<file path="src/rtl/booth_div_nbit_seq.sv">
// Sequential N-bit restoring divider: one quotient bit per RUN cycle.
// Define DIV_ZERO_DETECT_EN to short-cut zero divisors and raise div_by_zero.
module booth_div_nbit_seq #(
  parameter int N = 4
) (
  input  logic         clk,
  input  logic         rst,
  input  logic         start,
  input  logic [N-1:0] Dividend,
  input  logic [N-1:0] Divisor,
  output logic [N-1:0] Quot,
  output logic [N-1:0] Rem,
  output logic         busy,
  output logic         done,
  output logic         div_by_zero
);

  localparam int CW = $clog2(N) + 1;

  typedef enum logic [1:0] {
    IDLE,
    RUN,
    DONE
  } state_t;

  state_t state, state_nx;

  logic [N:0]    a;
  logic [N-1:0]  q;
  logic [N-1:0]  d;
  logic [CW-1:0] cnt;

  logic [2*N:0]  sh;
  logic [N:0]    diff;
  logic [N:0]    a_nx;
  logic [N-1:0]  q_nx;
  logic          last;
  logic          dz;

  // shift {A,Q}, trial-subtract D, restore on a negative result
  always_comb begin
    sh   = {a, q} << 1;
    diff = sh[2*N:N] - {1'b0, d};
    if (!diff[N]) begin
      a_nx = diff;
      q_nx = {sh[N-1:1], 1'b1};
    end else begin
      a_nx = sh[2*N:N];
      q_nx = sh[N-1:0];
    end
  end

  assign last = (cnt == CW'(N - 1));

`ifdef DIV_ZERO_DETECT_EN
  assign dz = (d == '0);
`else
  assign dz = 1'b0;
`endif

  always_comb begin
    state_nx = state;
    unique case (state)
      IDLE: if (start) state_nx = RUN;
      RUN:  if (dz || last) state_nx = DONE;
      DONE: state_nx = IDLE;
      default: state_nx = IDLE;
    endcase
  end

  assign busy = (state == RUN);
  assign done = (state == DONE);

  always_ff @(posedge clk or negedge rst) begin
    if (!rst) begin
      state <= IDLE;
      a     <= '0;
      q     <= '0;
      d     <= '0;
      cnt   <= '0;
      Quot  <= '0;
      Rem   <= '0;
    end else begin
      state <= state_nx;
      unique case (state)
        IDLE: begin
          if (start) begin
            a   <= '0;
            q   <= Dividend;
            d   <= Divisor;
            cnt <= '0;
          end
        end
        RUN: begin
          if (dz) begin
            Quot <= '1;
            Rem  <= q;
          end else begin
            a   <= a_nx;
            q   <= q_nx;
            cnt <= cnt + 1'b1;
            if (last) begin
              Quot <= q_nx;
              Rem  <= a_nx[N-1:0];
            end
          end
        end
        default: ;
      endcase
    end
  end

`ifdef DIV_ZERO_DETECT_EN
  always_ff @(posedge clk or negedge rst) begin
    if (!rst)
      div_by_zero <= 1'b0;
    else if (state == IDLE && start)
      div_by_zero <= 1'b0;
    else if (state == RUN && dz)
      div_by_zero <= 1'b1;
  end
`else
  assign div_by_zero = 1'b0;
`endif

endmodule

</file>
<file path="config.mk">
export PLATFORM = sky130hd
export DESIGN_NAME = booth_div_nbit_seq
export DESIGN_NICKNAME = d
export VERILOG_FILES = /design/src/rtl/booth_div_nbit_seq.sv
export SDC_FILE = /design/constraint.sdc
export NUM_CORES = 1
export LEC_CHECK = 0
export ABC_AREA = 0
export ABC_CLOCK_PERIOD_IN_PS = 4100
export CAP_MARGIN = 0
export CORE_MARGIN = 2
export CORE_UTILIZATION = 56
export DETAILED_ROUTE_END_ITERATION = 8
export HOLD_SLACK_MARGIN = 0.02
export PLACE_DENSITY = 0.94
export SETUP_SLACK_MARGIN = 0.4
export SLEW_MARGIN = 5
export SYNTH_ARGS = -nofsm -noshare
export SYNTH_HDL_FRONTEND = slang
export SYNTH_SLANG_ARGS = --single-unit
</file>
<file path="constraint.sdc">
create_clock -name clk -period 4.1 [get_ports clk]
set_input_delay 0.41 -clock clk [delete_from_list [all_inputs] [get_ports clk]]
set_output_delay 0.41 -clock clk [all_outputs]
set_load 0.02 [all_outputs]
</file>
==> flow_summary.yaml, run 1 <==
sta:
  tns_ns: 0
  fin_crit_ns: 2.493
  drv_slew: 0
  fmax_mhz: 401.1
  period_share_pct: 60.82
  worst_slew_pin_slew_ns: 1.098
  worst_slack_ns: 1.607
  max-slew-margin-rel_pct: 26.56
  rsz0062_at_grt: "false"
  finalHoldViolCount: 0
  setup-violations-final: 0
  fin_worst_skew_ns: 0.003521
clock_network:
  clkSlewWorstSetupHoldPaths_ns: 0.14
  cts_setup_buffers: 0
  cts_hold_buf: 0
  h-tree-depth: 1
  tritoncts: "built"
  cts_resized: 0
  cts_root_buf: "clkbuf_4"
  clk_path_buf_depth: 2
  clock_sinks: 25
  cts_inserted_buffers: 3
  insertion_delay_ns: 0.33
setup_path:
  r2r_slack_ns: 1.84
  worstRegToRegCells: 8
  critical_path.startpoint_type: "flop"
  crit_fanout: 10
  path_class: "reg -> out"
  cp.required_ns: 3.69
  slowest_delay_ns: 0.63
  r2r_end: "Rem[2]"
  end_kind: "output port"
  cp_slowest_cell: "clkdlybuf4s50_1"
  rr_startpoint: "q[3]"
  path_cells: "nand2b_1 > inv_2 > clkdlybuf4s50_1"
  cp_data_arrival_time_ns: 2.08
synthesis:
  synth_edf_count: 0
  yosys_warnings: 0
  netlist_instances: 147
  ys_ff_latch: 25
  ys_top_cells_by_area: "dfrtp_1 (45%), nand2_1 (6.8%), ha_1 (5.5%)"
  synth_top_cell_area_share_pct: 45.50
  synthFlopType: "dfrtp_1"
  syn_avg_cell_area_um2: 9.354
  syn_nets: 165
  syn_area_um2: 1375
  synth_largest_area_cell: "dfrtp_1"
  synthArstFlopShare_pct: 100.0
  ys_seq_area_share_pct: 45.50
  yosysUniqueCellTypes: 42
floorplan:
  num_rows: 17
  dieArea_um2: 2868
  dieHeight_um: 53.55
  io-pin-count: 22
  fp.coreArea_um2: 2276
  die_w_um: 53.55
  initial_utilization_pct: 60.42
worst_hold_path:
  min_from: "cnt[2]"
  min_path_cells: 2
  hp-class: "reg -> reg"
  min_to: "cnt[2]"
layout:
  layout.nets: 184
  final_cell_mix: "dfrtp_1 (25), nand2_1 (25), clkdlybuf4s50_1 (20)"
  drive_above_1_share_pct: 7.273
  fillCellCount: 170
  area_growth_pct: 17.02
  antenna_cells: 0
place:
  place_ws_ns: 1.868
  hpwl_um: 2243
  finalWeightedCongestion: 0.9273
  numPortBuffers: 20
global_route:
  grt_pass1_vias: 1136
  grt_overflow: 0
  grt_usage_pct: 25.95
  grt_max_degree: 26
  antenna_found_initial: 0
  grt_pass1_wl_um: 5333
drt:
  viasPerCell: 5.995
  routed_wl_um: 2986
  drc: 0
  wire_per_inst_um: 15.47
  dr.pass1.iters: 4
  first_iter_violations: 49
  vias: 1157
  ant_nets: 0
run_status:
  outcome: "finished, final reports clean"
flow_run:
  cap_violations: 0
power_and_ir_drop:
  p_leak_uw: 0.0006942
  power_density_nw_per_um2: 888.8
  vdd_drop_max_v: 0.0005971
==> metal layers <==
layer | track usage (%) | wire length (um) | up-vias
met4 | 13.68 | 75 | 0
met2 | 42.80 | 1459 | 37
li1 | - | - | 548
met1 | 33.75 | 1354 | 564
met3 | 2.500 | 97 | 8
met5 | 0 | 0 | -
==> logic make-up (layout without fill, tap and decap cells) <==
logic type	Yosys count	after routing	synth area share, %
compound gates	41	41	21.20
mux	1	1	0.8189
fa+ha+maj	7	7	6.915
other cells	1	1	0.2727
buf+inv	15	33	4.731
xor+xnor	2	2	1.274
simple gates	55	55	19.29
flops	25	25	45.50
==> power breakdown <==
group / leakage (uW) / switching (uW) / total, uW / internal, uW
registers: 0.000312 / 105 / 466 / 361
clock network: 0.0000139 / 78.5 / 116 / 37.4
logic: 0.000368 / 489 / 848 / 360
total: 0.000694 / 672 / 1430 / 758
==> worst max-delay path by stage <==
stage / startpoint / to / slack (ns)
floorplan: q[3] / Rem[0] / 2.07
global placement: start / d[0] / 2.00
detailed placement: q[3] / Rem[2] / 1.87
CTS: state[1] / busy / 1.63
global route: state[0] / busy / 1.52
finish: state[1] / busy / 1.61
==> registers in the layout, indices dropped and copies added (netlist names) <==
register and count:
a 4, q 4, d 4, cnt 3, Rem 4, state 2, Quot 4
==> area by class of cell <==
cell class | instances | area (um^2) | share of cell area (%)
clock buffers | 3 | 22.52 | 1.400
clock inverters | 1 | 7.507 | 0.4666
inverters | 9 | 33.78 | 2.100
multi-input cells | 107 | 684.4 | 42.54
flip-flops and latches | 25 | 625.6 | 38.88
well taps | 28 | 35.03 | 2.177
repair buffers | 20 | 200.2 | 12.44
==> worst max-delay path: cells and delay by family, from the launching register on <==
kind          cells  cell delay [ns]
simple gates      1             0.36
buf+inv           2             0.88
flops             1             0.51
==> stage by stage <==
step	utilization (%)	total power, uW	area (um^2)	hold slack (ns)	cells
final	70.70	1430	1609	0.4996	193
after global routing	70.70	1553	1609	0.5344	193
after CTS	70.70	1428	1609	0.5045	193
after detailed placement	69.38	1311	1579	0.4729	189
after global placement	69.38	1258	1579	0.4573	189
after floorplan	-	1063	1375	0.1144	147
==> cells in the mapped netlist, types with 3 or more instances <==
library cell  count
nand2_1          25
o31ai_1           4
dfrtp_1          25
a21oi_1           4
ha_1              6
o21ai_0          13
nor2_1            6
nor2b_1           9
buf_2             3
inv_1             7
a22oi_1           3
nand4_1           3
a31oi_1           3
(Power assumes the default switching activity.)
==> run 2: changes to the inputs <==
--- a/config.mk
+++ b/config.mk
@@ -6,13 +6,13 @@
 export NUM_CORES = 1
 export LEC_CHECK = 0
 export ABC_AREA = 0
-export ABC_CLOCK_PERIOD_IN_PS = 4100
+export ABC_CLOCK_PERIOD_IN_PS = 2490
 export CAP_MARGIN = 0
 export CORE_MARGIN = 2
-export CORE_UTILIZATION = 56
+export CORE_UTILIZATION = 52
 export DETAILED_ROUTE_END_ITERATION = 8
 export HOLD_SLACK_MARGIN = 0.02
-export PLACE_DENSITY = 0.94
+export PLACE_DENSITY = 0.89
 export SETUP_SLACK_MARGIN = 0.4
 export SLEW_MARGIN = 5
 export SYNTH_ARGS = -nofsm -noshare
==> constraint.sdc (replaced) <==
create_clock -name clk -period 2.49 [get_ports clk]
set_input_delay 0.249 -clock clk [delete_from_list [all_inputs] [get_ports clk]]
set_output_delay 0.249 -clock clk [all_outputs]
set_load 0.02 [all_outputs]
==> run 2 against run 1 <==
  * Register-to-register slack got worse by 1.4 ns
  * Clock skew decreased by 0.0012 ns
  * Global-route usage decreased by 4.7 points
  * Largest power group unchanged
  * Flip-flop and latch count unchanged
  * Critical path type is now reg -> reg
  * Hold slack got worse by 0.22 ns
  * Core utilization decreased by 3.4 points
  * Critical endpoint is now a[1]
  * First-iteration DRC count decreased by 29%
  * Design area increased by 4.5%
==> flow_summary.yaml, run 2 (synthesis gave the netlist of run 1 again) <==
layout:
  area_growth_pct: 22.29
  antenna_cells: 0
  final_cell_mix: "dfrtp_1 (25), nand2_1 (25), clkdlybuf4s50_1 (19)"
  fin_cells: 201
  fillCellCount: 197
  seq_area_um2: 625.6
  post-route-util_pct: 67.27
  multi_input_area_um2: 714.4
  drive_above_1_share_pct: 14.62
  layout.nets: 190
sta:
  setup-violations-final: 0
  fin_crit_ns: 2.056
  worst_slew_pin_slew_ns: 0.7621
  period_share_pct: 82.59
  fin_worst_skew_ns: 0.002272
  finalHoldViolCount: 0
  max-slew-margin-rel_pct: 49.09
  fmax_mhz: 486.3
  tns_ns: 0
  rsz0062_at_grt: "true"
  holdWs_ns: 0.2782
  drv_slew: 0
clock_network:
  cts_inserted_buffers: 3
  clock_sinks: 25
  insertion_delay_ns: 0.31
  cts_root_buf: "clkbuf_4"
  clk_path_buf_depth: 2
  cts_hold_buf: 0
  clkSlewWorstSetupHoldPaths_ns: 0.13
  h-tree-depth: 1
  tritoncts: "built"
power_and_ir_drop:
  power.internal_uw: 1350
  power_density_nw_per_um2: 1502
  power_uw: 2526
  p_seq_share_pct: 30.4
  sw_frac_of_total_pct: 46.57
  vdd_drop_max_v: 0.0009008
  switchingPower_uw: 1176
  p_leak_uw: 0.0007285
  clkPwrFrac_pct: 7.2
  power_frac_comb_pct: 62.4
drt:
  first_iter_violations: 35
  routed_wl_um: 3141
  ant_nets: 0
  viasPerCell: 5.811
  wire_per_inst_um: 15.63
  vias: 1168
  dr.pass1.iters: 4
  drc: 0
floorplan:
  io-pin-count: 22
  dieHeight_um: 55.43
  initial_utilization_pct: 55.01
  die_w_um: 55.43
  dieArea_um2: 3072
  fp.coreArea_um2: 2500
  num_rows: 18
setup_path:
  cp_slowest_cell: "dfrtp_1"
  crit_fanout: 5
  r2r_end: "a[1]"
  cp_data_arrival_time_ns: 2.32
  path_class: "reg -> reg"
  path_cells: "inv_2 > ha_4 > inv_2 > fa_2 > a211oi_4 > buf_4 > nor2_1 > a211o_1 > nand4_1"
  rr_startpoint: "q[3]"
  worstRegToRegCells: 9
  crit_buf_inv: 3
  critical_path.startpoint_type: "flop"
  cp_top_family: "compound AO/OA/AOI/OAI gates"
  end_kind: "flop"
  crit_path_frequent_cell: "inv_2"
  cp.required_ns: 2.75
  r2r_slack_ns: 0.43
  slowest_delay_ns: 0.42
global_route:
  grt_pass1_vias: 1114
  grt_max_degree: 26
  grt_overflow: 0
  grt_pass1_wl_um: 5154
  antenna_found_initial: 0
  grt_usage_pct: 21.26
place:
  finalWeightedCongestion: 0.8392
  place_inst: 193
  hpwl_um: 2149
  numPortBuffers: 20
worst_hold_path:
  hp-class: "in -> async"
flow_run:
  cap_violations: 0
run_status:
  outcome: "finished, final reports clean"
-- run 2: how the worst max path moves through the flow --
stage	start	to	cells past startpoint
2_1_floorplan	q[3]	Rem[0]	8
3_3_place_gp	q[3]	Rem[0]	8
3_5_place_dp	q[3]	Rem[0]	8
4_1_cts	q[3]	Rem[0]	8
5_1_grt	q[3]	Rem[1]	9
6_report	q[3]	a[1]	9
-- run 2: per-stage QoR --
| stage | instance area [um^2] | setup slack (ns) |
|---|---|---|
| 2_1_floorplan | 1375 | 0.4634 |
| 3_3_place_gp | 1597 | 0.3857 |
| 3_5_place_dp | 1597 | 0.3367 |
| 4_1_cts | 1649 | 0.4073 |
| 5_1_grt | 1682 | 0.3489 |
| 6_report | 1682 | 0.4336 |
-- run 2: worst register-to-register path, stage by stage, from the launching register on --
cell and delay (ns):
dfrtp_1 0.42, inv_2 0.09, ha_4 0.14, inv_2 0.04
fa_2 0.37, a211oi_4 0.34, buf_4 0.18, nor2_1 0.08
a211o_1 0.26, nand4_1 0.09
-- run 2: layout make-up --
cell class / instances / area share [%]
Multi-Input combinational cell: 107 / 42.49
Sequential cell: 25 / 37.20
Clock buffer: 4 / 1.563
Timing Repair Buffer: 26 / 14.51
Inverter: 9 / 2.009
Tap cell: 30 / 2.232
-- run 2: per-layer routing --
layer / global-route usage (%) / share of wire [%]
met1: 28.33 / 46
met2: 32.99 / 47
met3: 3.513 / 4.4
met4: 11.50 / 3.0
met5: 0 / 0
-- run 2: power groups by stage --
| stage | clock [uW] | sequential [uW] | combinational [uW] |
|---|---|---|---|
| CTS | 189 | 758 | 1450 |
| finish | 183 | 768 | 1580 |
| global placement | 0 | 753 | 1340 |
| detailed placement | 0 | 766 | 1400 |
| floorplan | 0 | 768 | 983 |
| global route | 206 | 798 | 1720 |
-- run 2: what timing repair did --
item | 4_1_cts | 5_1_grt
endpoints found under the hold margin | 0 | 0
gates resized for setup | 4 | 7
pin swaps | 3 | 5
endpoints found under the setup margin | 9 | 9
buffers inserted | 3 | 1
